$ cat src/rtl/cl2_csr_rmw.sv
// cl2_csr_rmw: CSR read-modify-write sequencer between pipeline and CSR field bank
module cl2_csr_rmw #(
  parameter int XLEN   = 32,
  parameter int ADDR_W = 12
) (
  input  logic              clk_i,
  input  logic              rst_i,
  input  logic              req_valid_i,
  output logic              req_ready_o,
  input  logic [1:0]        req_op_i,
  input  logic [ADDR_W-1:0] req_addr_i,
  input  logic [XLEN-1:0]   req_src_i,
  input  logic              req_src_zero_i,
  input  logic [1:0]        priv_i,
  output logic [ADDR_W-1:0] csr_addr_o,
  input  logic [XLEN-1:0]   csr_rd_dat_i,
  input  logic              csr_exist_i,
  output logic              csr_wr_en_o,
  output logic [XLEN-1:0]   csr_wr_dat_o,
  output logic              rsp_valid_o,
  input  logic              rsp_ready_i,
  output logic [XLEN-1:0]   rsp_rd_dat_o,
  output logic              rsp_illegal_o
);
  typedef enum logic [1:0] {IDLE, READ, WRITE, RESP} state_e;
  state_e state_q, state_d;
  logic [1:0] op_q, op_d;
  logic [ADDR_W-1:0] addr_q, addr_d;
  logic [XLEN-1:0] src_q, src_d, old_q, old_d, wr_dat_q, wr_dat_d, rsp_rd_q, rsp_rd_d, new_val;
  logic src_zero_q, src_zero_d, illegal_q, illegal_d, wr_en_q, wr_en_d;
  logic rsp_valid_q, rsp_valid_d, rsp_ill_q, rsp_ill_d;
  logic accept, in_read, in_write, intent;
  // Next-state and datapath: capture in IDLE, evaluate in READ, pulse in WRITE, present in RESP
  always_comb begin
    accept      = (state_q == IDLE) & req_valid_i;
    in_read     = state_q == READ;
    in_write    = state_q == WRITE;
    intent      = (op_q == 2'b01) | ((op_q != 2'b00) & ~src_zero_q);
    new_val     = op_q == 2'b01 ? src_q : op_q == 2'b10 ? (csr_rd_dat_i | src_q) : (csr_rd_dat_i & ~src_q);
    state_d     = state_q == IDLE ? (req_valid_i ? READ : IDLE) :
                  state_q == READ ? WRITE :
                  state_q == WRITE ? RESP : (rsp_ready_i ? IDLE : RESP);
    op_d        = accept ? req_op_i : op_q;
    addr_d      = accept ? req_addr_i : addr_q;
    src_d       = accept ? req_src_i : src_q;
    src_zero_d  = accept ? req_src_zero_i : src_zero_q;
    old_d       = in_read ? csr_rd_dat_i : old_q;
    illegal_d   = in_read ? ((op_q == 2'b00) | ~csr_exist_i | (priv_i < addr_q[9:8]) |
                             ((addr_q[11:10] == 2'b11) & intent)) : illegal_q;
    wr_en_d     = in_read & intent & ~illegal_d;
    wr_dat_d    = in_read ? new_val : wr_dat_q;
    rsp_valid_d = in_write | (rsp_valid_q & ~rsp_ready_i);
    rsp_rd_d    = in_write ? (illegal_q ? '0 : old_q) : rsp_rd_q;
    rsp_ill_d   = in_write ? illegal_q : rsp_ill_q;
  end
  // State and registered outputs; async reset kills any in-flight write pulse
  always_ff @(posedge clk_i or posedge rst_i) begin
    if (rst_i) begin
      state_q     <= IDLE;
      op_q        <= '0;
      addr_q      <= '0;
      src_q       <= '0;
      src_zero_q  <= 1'b0;
      old_q       <= '0;
      illegal_q   <= 1'b0;
      wr_en_q     <= 1'b0;
      wr_dat_q    <= '0;
      rsp_valid_q <= 1'b0;
      rsp_rd_q    <= '0;
      rsp_ill_q   <= 1'b0;
    end else begin
      state_q     <= state_d;
      op_q        <= op_d;
      addr_q      <= addr_d;
      src_q       <= src_d;
      src_zero_q  <= src_zero_d;
      old_q       <= old_d;
      illegal_q   <= illegal_d;
      wr_en_q     <= wr_en_d;
      wr_dat_q    <= wr_dat_d;
      rsp_valid_q <= rsp_valid_d;
      rsp_rd_q    <= rsp_rd_d;
      rsp_ill_q   <= rsp_ill_d;
    end
  end
  assign req_ready_o   = state_q == IDLE;
  assign csr_addr_o    = addr_q;
  assign csr_wr_en_o   = wr_en_q;
  assign csr_wr_dat_o  = wr_dat_q;
  assign rsp_valid_o   = rsp_valid_q;
  assign rsp_rd_dat_o  = rsp_rd_q;
  assign rsp_illegal_o = rsp_ill_q;
endmodule

$ cat config.mk
export PLATFORM = sky130hd
export DESIGN_NAME = cl2_csr_rmw
export DESIGN_NICKNAME = d
export VERILOG_FILES = /design/src/rtl/cl2_csr_rmw.sv
export SDC_FILE = /design/constraint.sdc
export NUM_CORES = 1
export LEC_CHECK = 0
export ABC_AREA = 1
export CAP_MARGIN = 20
export CORE_ASPECT_RATIO = 0.5
export CORE_MARGIN = 4
export CORE_UTILIZATION = 30
export DETAILED_ROUTE_END_ITERATION = 10
export PLACE_DENSITY = 0.54
export REMOVE_ABC_BUFFERS = 1
export SYNTH_ARGS = -nofsm -noshare
export SYNTH_HDL_FRONTEND = slang
export SYNTH_SLANG_ARGS = --single-unit
$ cat constraint.sdc
create_clock -name clk_i -period 4.3 [get_ports clk_i]
set_input_delay 0.645 -clock clk_i [delete_from_list [all_inputs] [get_ports clk_i]]
set_output_delay 0.645 -clock clk_i [all_outputs]
set_load 0.005 [all_outputs]
# Word level (Yosys, flattened, before mapping)
# Cells that the tools add are included.
# W data, S select, Z words.
[classes]
magnitude_cmp = 1
n_eq_ne = 5
n_mux = 9
n_bitwise = 18
n_reduce_logical = 3
[ops]
columns = ["op", "count"]
rows = [
  ["$mux W32", 3],
  ["$and A32 B32 Y32", 1],
  ["$not A32 Y32", 1],
  ["$or A32 B32 Y32", 1],
  ["$mux W2", 4],
  ["$and A1 B1 Y1", 6],
  ["$eq A2 B2 Y1 const B", 3],
  ["$or A1 B1 Y1", 5],
  ["$eq A2 B1 Y1 const B", 2],
  ["$logic_not A2 Y1", 2],
  ["$not A1 Y1", 4],
  ["$lt A2 B2 Y1", 1],
  ["$mux W1", 2],
  ["$reduce_bool A2 Y1", 1],
]
[totals]
regBits = 149
inputBits = 86
output_inout_bits = 80
word_cells = 48

# Longest topological paths before layout
[logic_depth]
depth_word = 8
depth_mapped = 8
ltp_nobuf = 7

# Least setup slack after synthesis
# Ideal clock, no wire load.
[synth_timing]
path_type = "register to output"
start = "register state_q[1]"
end = "output port req_ready_o"
arrival_time_ns = 0.837
required_ns = 3.655
setup_slack_ns = 2.818
path_stages_with_launch = 4
path_buffers = 2
path_cell_list = "dfrtp_1 buf_4 nor2_4 buf_2"
[synth_via]
elab_chain_cells = 1
[synth_rtl]
columns = ["item", "line", "text"]
rows = [
  ["from (decl)", "26", "state_e state_q, state_d;"],
  ["from (signal assigned)", "72", "state_q <= state_d;"],
  ["$logic_not A2 Y1", "86", "assign req_ready_o = state_q == IDLE;"],
  ["to (decl)", "9", "output logic req_ready_o,"],
]
# Every way passes these cells.

# Worst setup path in the final report
# Ends and elaborated chain as after synthesis.

==> out/metrics.csv <==
metric,value,unit
Worst path max stage delay,0.58,ns
status,"complete, no violations",
Max Clk Rate,405,MHz
Final Cell Area,8630,sq um
most frequent cells in the layout,"nand2_1, clkdlybuf4s50_1, dfrtp_1",
Global Route Usage Sum,15.2,%
CP Cell Sequence,nor2_4 -> clkdlybuf4s50_1,
share of layout cells above drive strength 1,5.65,%
synth warn,0,
total die area,23100,sq um
number of max-cap violations,0,
worst-margin pin slew,0.965,ns
DRC,0,
nets@finish,941,
final WL,17200,um
Initial Util,31.1,%
unrepaired setup endpoints after global routing,false,
Rel. slew slack,35.5,%
via/cell ratio,4.52,
Pre-Repair DR Iteration Count,4,
"most common cell after layout, fill and taps aside",nand2_1,
Post-Route Skew,0.0102,ns
Worst path depth,2,
Routed WL per cell,15.1,um
crit path to,req_ready_o,
crit start category,flip-flop,
Max VDD drop,412,uV
clk root buf,clkbuf_16,
Ant. Diodes,0,
crit path capture type,primary output,
Die X,211,um
Main synth FF type,dfrtp_1,
CTS Hold Bufs,0,
worst-case clock buffer depth,2,
initial antenna violation count,0,
CP max stage cell,clkdlybuf4s50_1,
CTS H-Tree Depth,4,
Power Dens Cells,738,nW/um^2
grt total ovfl,0,
Port Buffers,165,
Placed Area,8020,sq um
period utilisation layout,57.5,%
Setup-failing EPs final,0,
Slew Limit Fails,0,
"CTS clk-pin slew, worst paths",0.06,ns
Resize count post-CTS,0,
CP bufs+invs,1,
LEAKAGE,4.15,nW
register area share after synthesis,60.3,%
CP arrival,1.83,ns
global-route wire length before repair,27800,um
reg-to-reg endpoint,rsp_rd_dat_o[9],
Initial DRC Count,293,
Vert. Die Dim,110,um
Final min period,2.47,ns
R2R Setup Slk,1.89,ns
Inserted Clock Buffers,17,
clock sinks,149,
Critical Path Fanout Max,15,
synthesized cell area,6190,sq um
vias in the first global route,5306,
r2r worst-path depth,4,
CTS tree,built,
syn avg cell area,8.80,sq um
Async SR Flop Fraction,100,%
post-route ant nets,0,
core area,19900,sq um
via count,5126,
critical setup path kind,reg -> out,
Setup TNS,0,ns
Yosys cell types,20,
Area Growth Syn to Fin,39.4,%
"Hold Violations, Final",0,
DP Wirelength,11200,um
worst hold path class,reg -> reg,
#FFs+latches synth,149,
# rows,36,
"EDFF count, synth",0,
Setup crit start,state_q[1],
"delay-heaviest family, CP",buffers and inverters,
CP required,3.65,ns
Synth Instances,703,
IO Pins,166,
Post-CTS Setup Bufs,0,
r2r startpoint,state_q[1],
largest net degree at the start of global routing,81,
"Clk Latency, worst-skew pair",0.42,ns
GPL Wtd Cong,0.781,
## power breakdown
group          leakage, nW  internal (mW)  total (mW)  switching (mW)
sequential            1.82           2.06        2.41           0.342
clock                0.265          0.833        1.45           0.616
combinational         2.06           1.19        2.51            1.32
## worst min-delay path by stage
stage / from / depth (start not counted) / endpoint
after floorplan: src_zero_q / 2 / src_zero_q
after global placement: csr_addr_o[2] / 2 / csr_addr_o[2]
after detailed placement: csr_addr_o[3] / 2 / csr_addr_o[3]
after CTS: csr_addr_o[3] / 2 / csr_addr_o[3]
after global routing: src_zero_q / 2 / src_zero_q
final: csr_addr_o[3] / 2 / csr_addr_o[3]
## sequential cells by signal (all words and copies together) (netlist names)
register / cells
csr_wr_dat_o: 32
op_q: 2
state_q: 2
csr_wr_en_o: 1
rsp_illegal_o: 1
rsp_rd_dat_o: 32
src_q: 32
illegal_q: 1
rsp_valid_o: 1
src_zero_q: 1
old_q: 32
csr_addr_o: 12
## stage by stage
step	std cells	power [mW]	setup slack, ns	hold WS [ns]	util (%)
floorplan	664	3.65	-0.353	0.442	-
global placement	1100	4.91	1.63	0.457	40.4
detailed placement	1100	4.97	1.58	0.457	40.4
CTS	1132	6.45	1.75	0.473	43.3
global route	1133	6.88	1.64	0.505	43.4
finish	1133	6.36	1.83	0.469	43.4
## per-layer routing
metal | share of wire [%] | vias up | GRT usage (%)
met4 | 2.2 | 0 | 5.64
met3 | 3.3 | 22 | 2.59
met1 | 46 | 2483 | 19.9
met2 | 49 | 91 | 25.8
li1 | - | 2530 | -
met5 | 0 | - | 0
## cell type report
cell class	instances	area [sq um]
Clock buffer	19	453
Clock inverter	13	124
Fill cell	1942	11200
Inverter	74	283
Multi-Input combinational cell	441	1960
Sequential cell	149	3730
Tap cell	266	333
Timing Repair Buffer	171	1740
## Yosys cell counts, drive strengths merged, types with 2 or more instances
library cell	n	area share [%]
nand2	209	13
dfrtp	149	60
nand3	78	6.3
inv	74	4.5
o21ai	64	5.2
nor2	42	2.8
buf	37	3.4
a21oi	36	2.9
a22o	9	1.3
clkbuf	2	0.12
## cell families (layout without fill, tap and decap cells)
kind of cell / after synthesis / count (layout) / share of synthesized area, %
simple gates: 331 / 331 / 22.1
flops: 149 / 149 / 60.3
buf+inv: 113 / 277 / 8.05
compound gates: 109 / 109 / 9.36
fa+ha+maj: 1 / 1 / 0.202
## worst min-delay path, delay by kind of cell (launching register included)
kind,cells,cell delay [ns]
flops,1,0.34
simple gates,2,0.10
Power figures use the tool's default switching activity.
